==> config.mk <==
export PLATFORM = sky130hd
export DESIGN_NAME = pix_capture_ctrl_flat
export DESIGN_NICKNAME = d
export VERILOG_FILES = /design/src/rtl/pix_capture_ctrl_if.sv /design/src/rtl/pix_capture_ctrl.sv /design/src/flat_wrapper.sv
export SDC_FILE = /design/constraint.sdc
export NUM_CORES = 1
export LEC_CHECK = 0
export ABC_AREA = 1
export CAP_MARGIN = 0
export CORE_ASPECT_RATIO = 2
export CORE_UTILIZATION = 64
export DETAILED_ROUTE_END_ITERATION = 8
export DONT_BUFFER_PORTS = 1
export PLACE_DENSITY_LB_ADDON = 0.1
export SYNTH_ARGS = -nofsm -noshare
export SYNTH_HDL_FRONTEND = slang
export SYNTH_SLANG_ARGS = --single-unit
export TNS_END_PERCENT = 20
==> constraint.sdc <==
create_clock -name pix_clk -period 3.5 [get_ports pix_clk]
set_clock_uncertainty 0.2 [all_clocks]
set_input_delay 0.525 -clock pix_clk [delete_from_list [all_inputs] [get_ports pix_clk]]
set_output_delay 0.525 -clock pix_clk [all_outputs]
set_load 0.02 [all_outputs]
==> src/rtl/pix_capture_ctrl_if.sv <==
// Downstream pixel stream: FIFO head pixel with a valid/ready handshake.
interface pix_capture_ctrl_if #(
   parameter int DataWidth = 12
);
   logic [DataWidth-1:0] q;
   logic                 qValid;
   logic                 qReady;

   modport master (output q, output qValid, input qReady);
   modport slave  (input q, input qValid, output qReady);
endinterface

==> src/rtl/pix_capture_ctrl.sv <==
// Single-frame capture sequencer: waits for a clean frame boundary, admits
// one frame of sensor pixels into a small FIFO and streams them downstream.
module pix_capture_ctrl #(
   parameter int Depth          = 4,
   parameter int PixCountWidth  = 24,
   parameter int LineCountWidth = 12
) (
   input  logic                      pix_clk,
   input  logic                      pix_rst_n,
   input  logic                      pix_frameValid,
   input  logic                      pix_lineValid,
   input  logic [11:0]               pix_d,
   input  logic                      cmd_capture,
   input  logic                      cmd_abort,
   pix_capture_ctrl_if.master        stream,
   output logic                      status_busy,
   output logic                      status_done,
   output logic                      status_overflow,
   output logic [PixCountWidth-1:0]  status_pixCount,
   output logic [LineCountWidth-1:0] status_lineCount
);
   localparam int AW = $clog2(Depth);

   typedef enum logic [2:0] {
      IDLE,
      WAIT_END,
      WAIT_START,
      CAPTURE,
      DRAIN
   } state_t;

   state_t       state;
   logic [11:0]  mem [Depth];
   logic [AW:0]  wr_ptr, rd_ptr, wr_ptr_next, rd_ptr_next;
   logic [11:0]  q_reg, head_next;
   logic         q_valid_reg;
   logic         line_prev;
   logic         fifo_full, empty_next;
   logic         pop, push, drop, pixel_event, line_end;

   assign stream.q      = q_reg;
   assign stream.qValid = q_valid_reg;

   // Push/pop decisions, next pointers and the pixel that will sit at the head
   always_comb begin
      fifo_full   = (wr_ptr[AW] != rd_ptr[AW]) && (wr_ptr[AW-1:0] == rd_ptr[AW-1:0]);
      pop         = q_valid_reg && stream.qReady;
      pixel_event = (state == WAIT_START || state == CAPTURE) && pix_frameValid
                    && pix_lineValid && !cmd_abort;
      // a full FIFO still accepts a pixel when the head leaves in the same cycle
      push        = pixel_event && (!fifo_full || pop);
      drop        = pixel_event && !push;
      line_end    = line_prev && !pix_lineValid && (state == CAPTURE) && !cmd_abort;
      if (cmd_abort) begin
         wr_ptr_next = '0;
         rd_ptr_next = '0;
      end else begin
         wr_ptr_next = wr_ptr + {{AW{1'b0}}, push};
         rd_ptr_next = rd_ptr + {{AW{1'b0}}, pop};
      end
      empty_next = (wr_ptr_next == rd_ptr_next);
      // bypass the incoming pixel when it lands directly in the head slot
      if (push && (wr_ptr[AW-1:0] == rd_ptr_next[AW-1:0]))
         head_next = pix_d;
      else
         head_next = mem[rd_ptr_next[AW-1:0]];
   end

   // Pixel storage write port
   always_ff @(posedge pix_clk) begin
      if (push)
         mem[wr_ptr[AW-1:0]] <= pix_d;
   end

   // FIFO pointers, registered head pixel and line-valid history
   always_ff @(posedge pix_clk or negedge pix_rst_n) begin
      if (!pix_rst_n) begin
         wr_ptr      <= '0;
         rd_ptr      <= '0;
         q_reg       <= '0;
         q_valid_reg <= 1'b0;
         line_prev   <= 1'b0;
      end else begin
         wr_ptr      <= wr_ptr_next;
         rd_ptr      <= rd_ptr_next;
         q_valid_reg <= !empty_next;
         if (!empty_next)
            q_reg <= head_next;
         line_prev   <= pix_lineValid;
      end
   end

   // Capture sequencer with its status outputs
   always_ff @(posedge pix_clk or negedge pix_rst_n) begin
      if (!pix_rst_n) begin
         state            <= IDLE;
         status_busy      <= 1'b0;
         status_done      <= 1'b0;
         status_overflow  <= 1'b0;
         status_pixCount  <= '0;
         status_lineCount <= '0;
      end else begin
         if (drop)
            status_overflow <= 1'b1;
         if (push && (status_pixCount != '1))
            status_pixCount <= status_pixCount + PixCountWidth'(1);
         if (line_end && (status_lineCount != '1))
            status_lineCount <= status_lineCount + LineCountWidth'(1);

         if (cmd_abort) begin
            state       <= IDLE;
            status_busy <= 1'b0;
            status_done <= 1'b0;
         end else begin
            case (state)
               IDLE: begin
                  if (cmd_capture) begin
                     status_busy      <= 1'b1;
                     status_done      <= 1'b0;
                     status_overflow  <= 1'b0;
                     status_pixCount  <= '0;
                     status_lineCount <= '0;
                     // never start in the middle of a frame
                     state <= pix_frameValid ? WAIT_END : WAIT_START;
                  end
               end
               WAIT_END: begin
                  if (!pix_frameValid)
                     state <= WAIT_START;
               end
               WAIT_START: begin
                  if (pix_frameValid)
                     state <= CAPTURE;
               end
               CAPTURE: begin
                  if (!pix_frameValid)
                     state <= DRAIN;
               end
               DRAIN: begin
                  if (empty_next) begin
                     state       <= IDLE;
                     status_busy <= 1'b0;
                     status_done <= 1'b1;
                  end
               end
               default: begin
                  state       <= IDLE;
                  status_busy <= 1'b0;
               end
            endcase
         end
      end
   end
endmodule

==> src/flat_wrapper.sv <==
// flat-port wrapper written by rule: the top's interface ports become plain ports
module pix_capture_ctrl_flat 
#(
   parameter int Depth          = 4,
   parameter int PixCountWidth  = 24,
   parameter int LineCountWidth = 12
)
  (pix_clk, pix_rst_n, pix_frameValid, pix_lineValid, pix_d, cmd_capture, cmd_abort, status_busy, status_done, status_overflow, status_pixCount, status_lineCount, stream_q, stream_qValid, stream_qReady);
  pix_capture_ctrl_if stream_i ();
  input  logic pix_clk;
  input  logic pix_rst_n;
  input  logic pix_frameValid;
  input  logic pix_lineValid;
  input  logic [11:0] pix_d;
  input  logic cmd_capture;
  input  logic cmd_abort;
  output logic status_busy;
  output logic status_done;
  output logic status_overflow;
  output logic [PixCountWidth-1:0] status_pixCount;
  output logic [LineCountWidth-1:0] status_lineCount;
  output wire logic [$bits(stream_i.q)-1:0] stream_q;
  output wire logic [$bits(stream_i.qValid)-1:0] stream_qValid;
  input wire logic [$bits(stream_i.qReady)-1:0] stream_qReady;
  assign stream_q = stream_i.q;
  assign stream_qValid = stream_i.qValid;
  assign stream_i.qReady = stream_qReady;
  pix_capture_ctrl #(.Depth(Depth), .PixCountWidth(PixCountWidth), .LineCountWidth(LineCountWidth)) u_core (.pix_clk(pix_clk), .pix_rst_n(pix_rst_n), .pix_frameValid(pix_frameValid), .pix_lineValid(pix_lineValid), .pix_d(pix_d), .cmd_capture(cmd_capture), .cmd_abort(cmd_abort), .stream(stream_i), .status_busy(status_busy), .status_done(status_done), .status_overflow(status_overflow), .status_pixCount(status_pixCount), .status_lineCount(status_lineCount));
endmodule
==> results.tsv <==
metric	value	unit
root_buffer	clkbuf_16	
finalPower	0.00350	W
synth_ff_type	dfrtp_1	
synth_fp_nets	684	
drt_wl_total	13600	um
grt_usage	0.323	
routedWlPerCell	17.6	um
cts-htree-levels	3	
clock_latency	0.35	ns
fmax	345	MHz
final_cell_mix	179 x nand2_1, 102 x nor2_1, 62 x dfrtp_1	
worstHoldPathType	input pin to flip-flop	
synth_fa_ha_area_frac	0.0134	
cts-resized-gates	0	
clock_sinks	110	
drc	0	
synth_top_family_by_area	simple AND/OR/NAND/NOR gates	
path_class	flip-flop to flip-flop	
clockBufferDepth	2	
fill_cells	703	
ir_drop	0.422	mV
finalCritPeriodShare	0.827	
final_layout_size_suffix_gt1_frac	0.0868	
critPathArrivalTime	2.94	ns
start_util	0.657	
fin_crit	2.90	ns
ys_seq_area_frac	0.534	
largest_register_ffs	48	
worst_hold_startpoint	cmd_abort	
final_common_cell	nand2_1	
synth_top_area_share	0.277	
antenna_found_initial	0	
fin_util	0.705	
synthDistinctLibCells	37	
run_status	complete, no violations	
post_drt_via_cell_ratio	5.91	
leakagePower	2.67	nW
synth_largest_area_cell	dfrtp_1	
grtUsageMet2	0.582	
syn_area	5600	um^2
diodes	0	
grt.busiest_layer	met2	
pwr-share-seq	0.556	
reg2reg_from	u_core.stream.qValid	
syn-mean-instance-area	8.50	um^2
grt_pass1_vias	4499	
cts_tree	yes	
core-area	8530	um^2
swShare	0.365	
routabilityCongestion	0.979	
pin_count	71	
synthTopCellsByArea	dfrtp_1 28%, edfxtp_1 26%, nand2_1 12%	
cts_buffers	9	
ys_warn_count	0	
power_frac_clock	0.277	
p_comb_frac	0.167	
cp_data_required_time	3.54	ns
synth_xor_area_frac	0.0235	
postCtsSetupRepairBufs	0	
row_count	48	
synth-edff-count	48	
r2r-end	u_core.stream.q[5]	
holdPathEnd	u_core.wr_ptr[0]	
r2r_cells	13	
r2r_slack	0.60	ns
dp_hpwl	9650	um
p_int	0.00222	W
finalHoldViolations	0	
cp-end-kind	flip-flop	
synthMuxAreaShare	0	
hold_buffers	3	
grt_overflow	0	
timing.final.max_slew_violations	0	
tns	0	ns
numPortBuffers	0	
synthCells	659	
synthArstFlopShare	0.564	
die_h	134	um
area_growth	7.31	%
p_switching	0.00128	W
use_met3	0.0638	
grt_max_degree	63	
grtUsageMet1	0.327	
relSlewSlack	0.543	
critPathLaunchType	flip-flop	
drt-initial-drc-count	393	
drt_pass1_iterations	6	
ant_nets	0	
synth-seq-cells	110	
yosys.area_share.simple	0.296	
powerDensity	582	nW/um^2
grt_pass1_wl	21500	um
tightest_slew	0.681	ns
cp_max_fo	14	
setup_viol	0	
rsz0062_at_grt	no	
whs_path_depth	1	
synth_compound_area_frac	0.0704	
vias	4536	
die_area	9150	um^2
cap_violations	0	
die_width	68.1	um
finalNetCount	688	
path_clk_slew	0.07	ns
per-stage QoR:
| step | hold slack [ns] | cell area [um^2] | std cells | setup WS, ns |
|---|---|---|---|---|
| 2_1_floorplan | 0.0294 | 5600 | 659 | 0.616 |
| 3_3_place_gp | 0.0310 | 5680 | 749 | 0.656 |
| 3_5_place_dp | 0.0310 | 5680 | 749 | 0.590 |
| 4_1_cts | 0.0224 | 6010 | 768 | 0.612 |
| 5_1_grt | 0.0269 | 6010 | 768 | 0.449 |
| 6_report | 0.0337 | 6010 | 768 | 0.605 |
kinds of logic after synthesis:
family / count (synthesis)
flip-flops: 110
adder cells (fa/ha/maj): 6
AO/OA/AOI/OAI: 72
buffers and inverters: 80
XOR/XNOR: 15
AND/OR/NAND/NOR: 376
worst max-delay path, cell delays in order, from the launching register on:
cell	delay [ns]
dfrtp_1	0.45
nand2_1	0.14
inv_1	0.06
ha_1	0.17
ha_1	0.28
nand2_1	0.19
inv_2	0.30
nand2_1	0.11
a21oi_2	0.17
nand2_1	0.33
nand2_1	0.17
nand2_1	0.07
nand2_1	0.09
nand2_1	0.06
Yosys cell counts, types with 3 or more instances:
library cell  count
o22ai_1          12
nand3_1          42
nand2_4           4
nand2_2           8
inv_1            55
clkbuf_1          3
nand2_1         179
nor2_1          102
o21ai_0          33
buf_2            12
nor2_2            5
a21oi_1           6
dfrtp_1          62
xor2_1           10
nand4_1          14
edfxtp_1         48
nor3_1           10
xnor2_1           5
nor3_2            3
o21ai_1          15
ha_1              6
buf_6             3
inv_4             3
worst max-delay path by stage:
stage / startpoint / endpoint / slack, ns / depth (start not counted)
finish: u_core.stream.qValid / u_core.stream.q[5] / 0.60 / 13
global route: u_core.stream.qValid / u_core.stream.q[5] / 0.45 / 13
CTS: u_core.stream.qValid / u_core.stream.q[5] / 0.61 / 13
detailed placement: stream_qReady / u_core.stream.q[5] / 0.59 / 13
global placement: stream_qReady / u_core.stream.q[10] / 0.66 / 13
floorplan: cmd_abort / u_core.mem[0][0] / 0.62 / 7
power by group through the flow:
stage	Sequential, W	Clock, W	Combinational (W)
after floorplan	0.00190	0	0.000458
after global placement	0.00196	0	0.000533
after detailed placement	0.00197	0	0.000559
after CTS	0.00194	0.000982	0.000586
after global routing	0.00198	0.00102	0.000658
final	0.00194	0.000969	0.000584
final cells by class:
cell class              count  area [um^2]  share of cell area
flip-flops and latches    110         2990               0.498
multi-input cells         469         2260               0.376
inverters                  61          236              0.0394
clock buffers               9          225              0.0375
well taps                 100          125              0.0208
repair buffers             12          115              0.0192
clock inverters             7         56.3             0.00937
metal layers:
metal | share of wire | vias up
li1 | - | 2159
met1 | 0.34 | 2162
met2 | 0.56 | 170
met3 | 0.049 | 45
met4 | 0.045 | 0
met5 | 0 | -
No activity file was read; power rests on OpenSTA's default activity.
==> RTL edit (config.mk and constraints unchanged) <==
`LineCountWidth` is set to 12 in 2 places; all go to 18.
--- a/src/rtl/pix_capture_ctrl.sv
+++ b/src/rtl/pix_capture_ctrl.sv
@@ -3,7 +3,7 @@
 module pix_capture_ctrl #(
    parameter int Depth          = 4,
    parameter int PixCountWidth  = 24,
-   parameter int LineCountWidth = 12
+   parameter int LineCountWidth = 18
 ) (
    input  logic                      pix_clk,
    input  logic                      pix_rst_n,
--- a/src/flat_wrapper.sv
+++ b/src/flat_wrapper.sv
@@ -3,7 +3,7 @@
 #(
    parameter int Depth          = 4,
    parameter int PixCountWidth  = 24,
-   parameter int LineCountWidth = 12
+   parameter int LineCountWidth = 18
 )
   (pix_clk, pix_rst_n, pix_frameValid, pix_lineValid, pix_d, cmd_capture, cmd_abort, status_busy, status_done, status_overflow, status_pixCount, status_lineCount, stream_q, stream_qValid, stream_qReady);
   pix_capture_ctrl_if stream_i ();
Ports: changed (resized status_lineCount); port bits go from 71 to 77. The function was not compared with the original's and may differ.
==> RTL edit against the unedited design <==
The run now ends with design-rule violations left. Worst setup slack better by 7.0 ps. Critical path depth increased by 1. Cell count rose by 15%. Synthesized cell count up 13%. Synthesized area rose by 8.4%. Routed wire length is 15% higher. Sequential cell count grew 6. Die area is 8.2% higher. Power is 27% higher. Final area is 16% higher. Critical endpoint is now u_core.stream.q[8]. Highest routed layer unchanged.
==> RTL edit: results (changes against the unedited design) <==
| Metric | Value |
|---|---|
| Status | `finished, violations left` |
| Violated checks | `design-rule violations` |
| Post-synthesis adder-cell area fraction | `1.24% (-0.10 points)` |
| Num CTS Buffers | `17 (+8)` |
| DR vias/cell | `5.88 (-0.47%)` |
| CP max FO | `15 (+1)` |
| # H-tree levels | `4 (+1)` |
| Post-synthesis compound-gate area fraction | `7.77% (+0.73 points)` |
| CLK BUF | `19 (+10)` |
| Register area | `3140 µm² (+5.0%)` |
| LEAKAGE | `3.08 nW (+16%)` |
| Max IR drop VDD | `423 µV (+0.20%)` |
| Nets | `795 (+16%)` |
| Register area share after synthesis | `51.8% (-1.7 points)` |
| Total of fill cells in the finished design | `686 (-2.4%)` |
| Detailed Route WL | `15,500 µm (+15%)` |
| Share of async-settable or async-resettable flops after synthesis | `58.6% (+2.3 points)` |
| Worst Tran Pin Value | `845 ps (+164 ps)` |
| DPL Wire Length | `10,600 µm (+9.6%)` |
| Largest net degree at the start of global routing | `69 (+9.5%)` |
| Syn nets | `769 (+12%)` |
| Commonest cells post-synth | `201 x nand2_1, 126 x nor2_1, 70 x inv_1, 68 x dfrtp_1, 54 x nand3_1` |
| Clk_lat worst skew | `410 ps (+60 ps)` |
| Multi-input gates | `529 (+13%)` |
| First-iteration detailed-routing DRC count | `397 (+1.0%)` |
| Routability Congestion | `0.920 (-6.0%)` |
| Number of global-route vias before repair | `5,174 (+15%)` |
| Global-route wire length before repair | `24,500 µm (+14%)` |
| Inverter count | `78 (+28%)` |
| Non-clock buffering overhead | `3.85% (+1.9 points)` |
| Critical path data arrival time | `3040 ps (+100 ps)` |
| DR DRC count | `6 (+6)` |
## RTL edit: path summary, 6_finish.rpt
path | to | slack (ps) | depth (start not counted)
min reg2reg | u_core.rd_ptr[2] | 400 | 3
min | u_core.status_done | 120 | 3
max in group asynchronous | u_core.stream.q[5] | 2350 | 2
min in group asynchronous | u_core.status_pixCount[11] | 440 | 2
max | u_core.stream.q[8] | 610 | 14
max reg2reg | u_core.stream.q[8] | 610 | 14
## RTL edit: power by group
| group | internal (mW) | switching (mW) |
|---|---|---|
| clock network | 1.19 | 0.627 |
| logic | 0.220 | 0.383 |
| registers | 1.59 | 0.438 |
| total | 3.00 | 1.45 |
## RTL edit: timing repair
action / in CTS / in global routing
hold buffers: 16 / 0
setup endpoints to repair: 0 / 0
hold endpoints to repair: 121 / 0
## RTL edit: stage by stage
| step | area, µm² | instances | worst slack [ps] | hold WS (ps) | power, mW |
|---|---|---|---|---|---|
| floorplan | 6070 | 744 | 734 | 29.4 | 2.42 |
| global placement | 6160 | 839 | 773 | 32.1 | 2.57 |
| detailed placement | 6160 | 839 | 690 | 31.5 | 2.60 |
| CTS | 6960 | 887 | 670 | 110 | 4.45 |
| global route | 6960 | 887 | 379 | 158 | 4.61 |
| finish | 6960 | 887 | 612 | 122 | 4.44 |
## RTL edit: per-layer routing
| layer | global-route usage, % | wire length, µm | vias to the layer above |
|---|---|---|---|
| li1 | - | - | 2470 |
| met1 | 32.3 | 5340 | 2444 |
| met2 | 59.6 | 8430 | 230 |
| met3 | 7.82 | 881 | 70 |
| met4 | 22.0 | 879 | 0 |
| met5 | 0 | 0 | - |
## RTL edit: worst min-delay path, cell delays in order
cell and delay, ps:
nor3_1 40, nand3_1 80, nand2_1 50
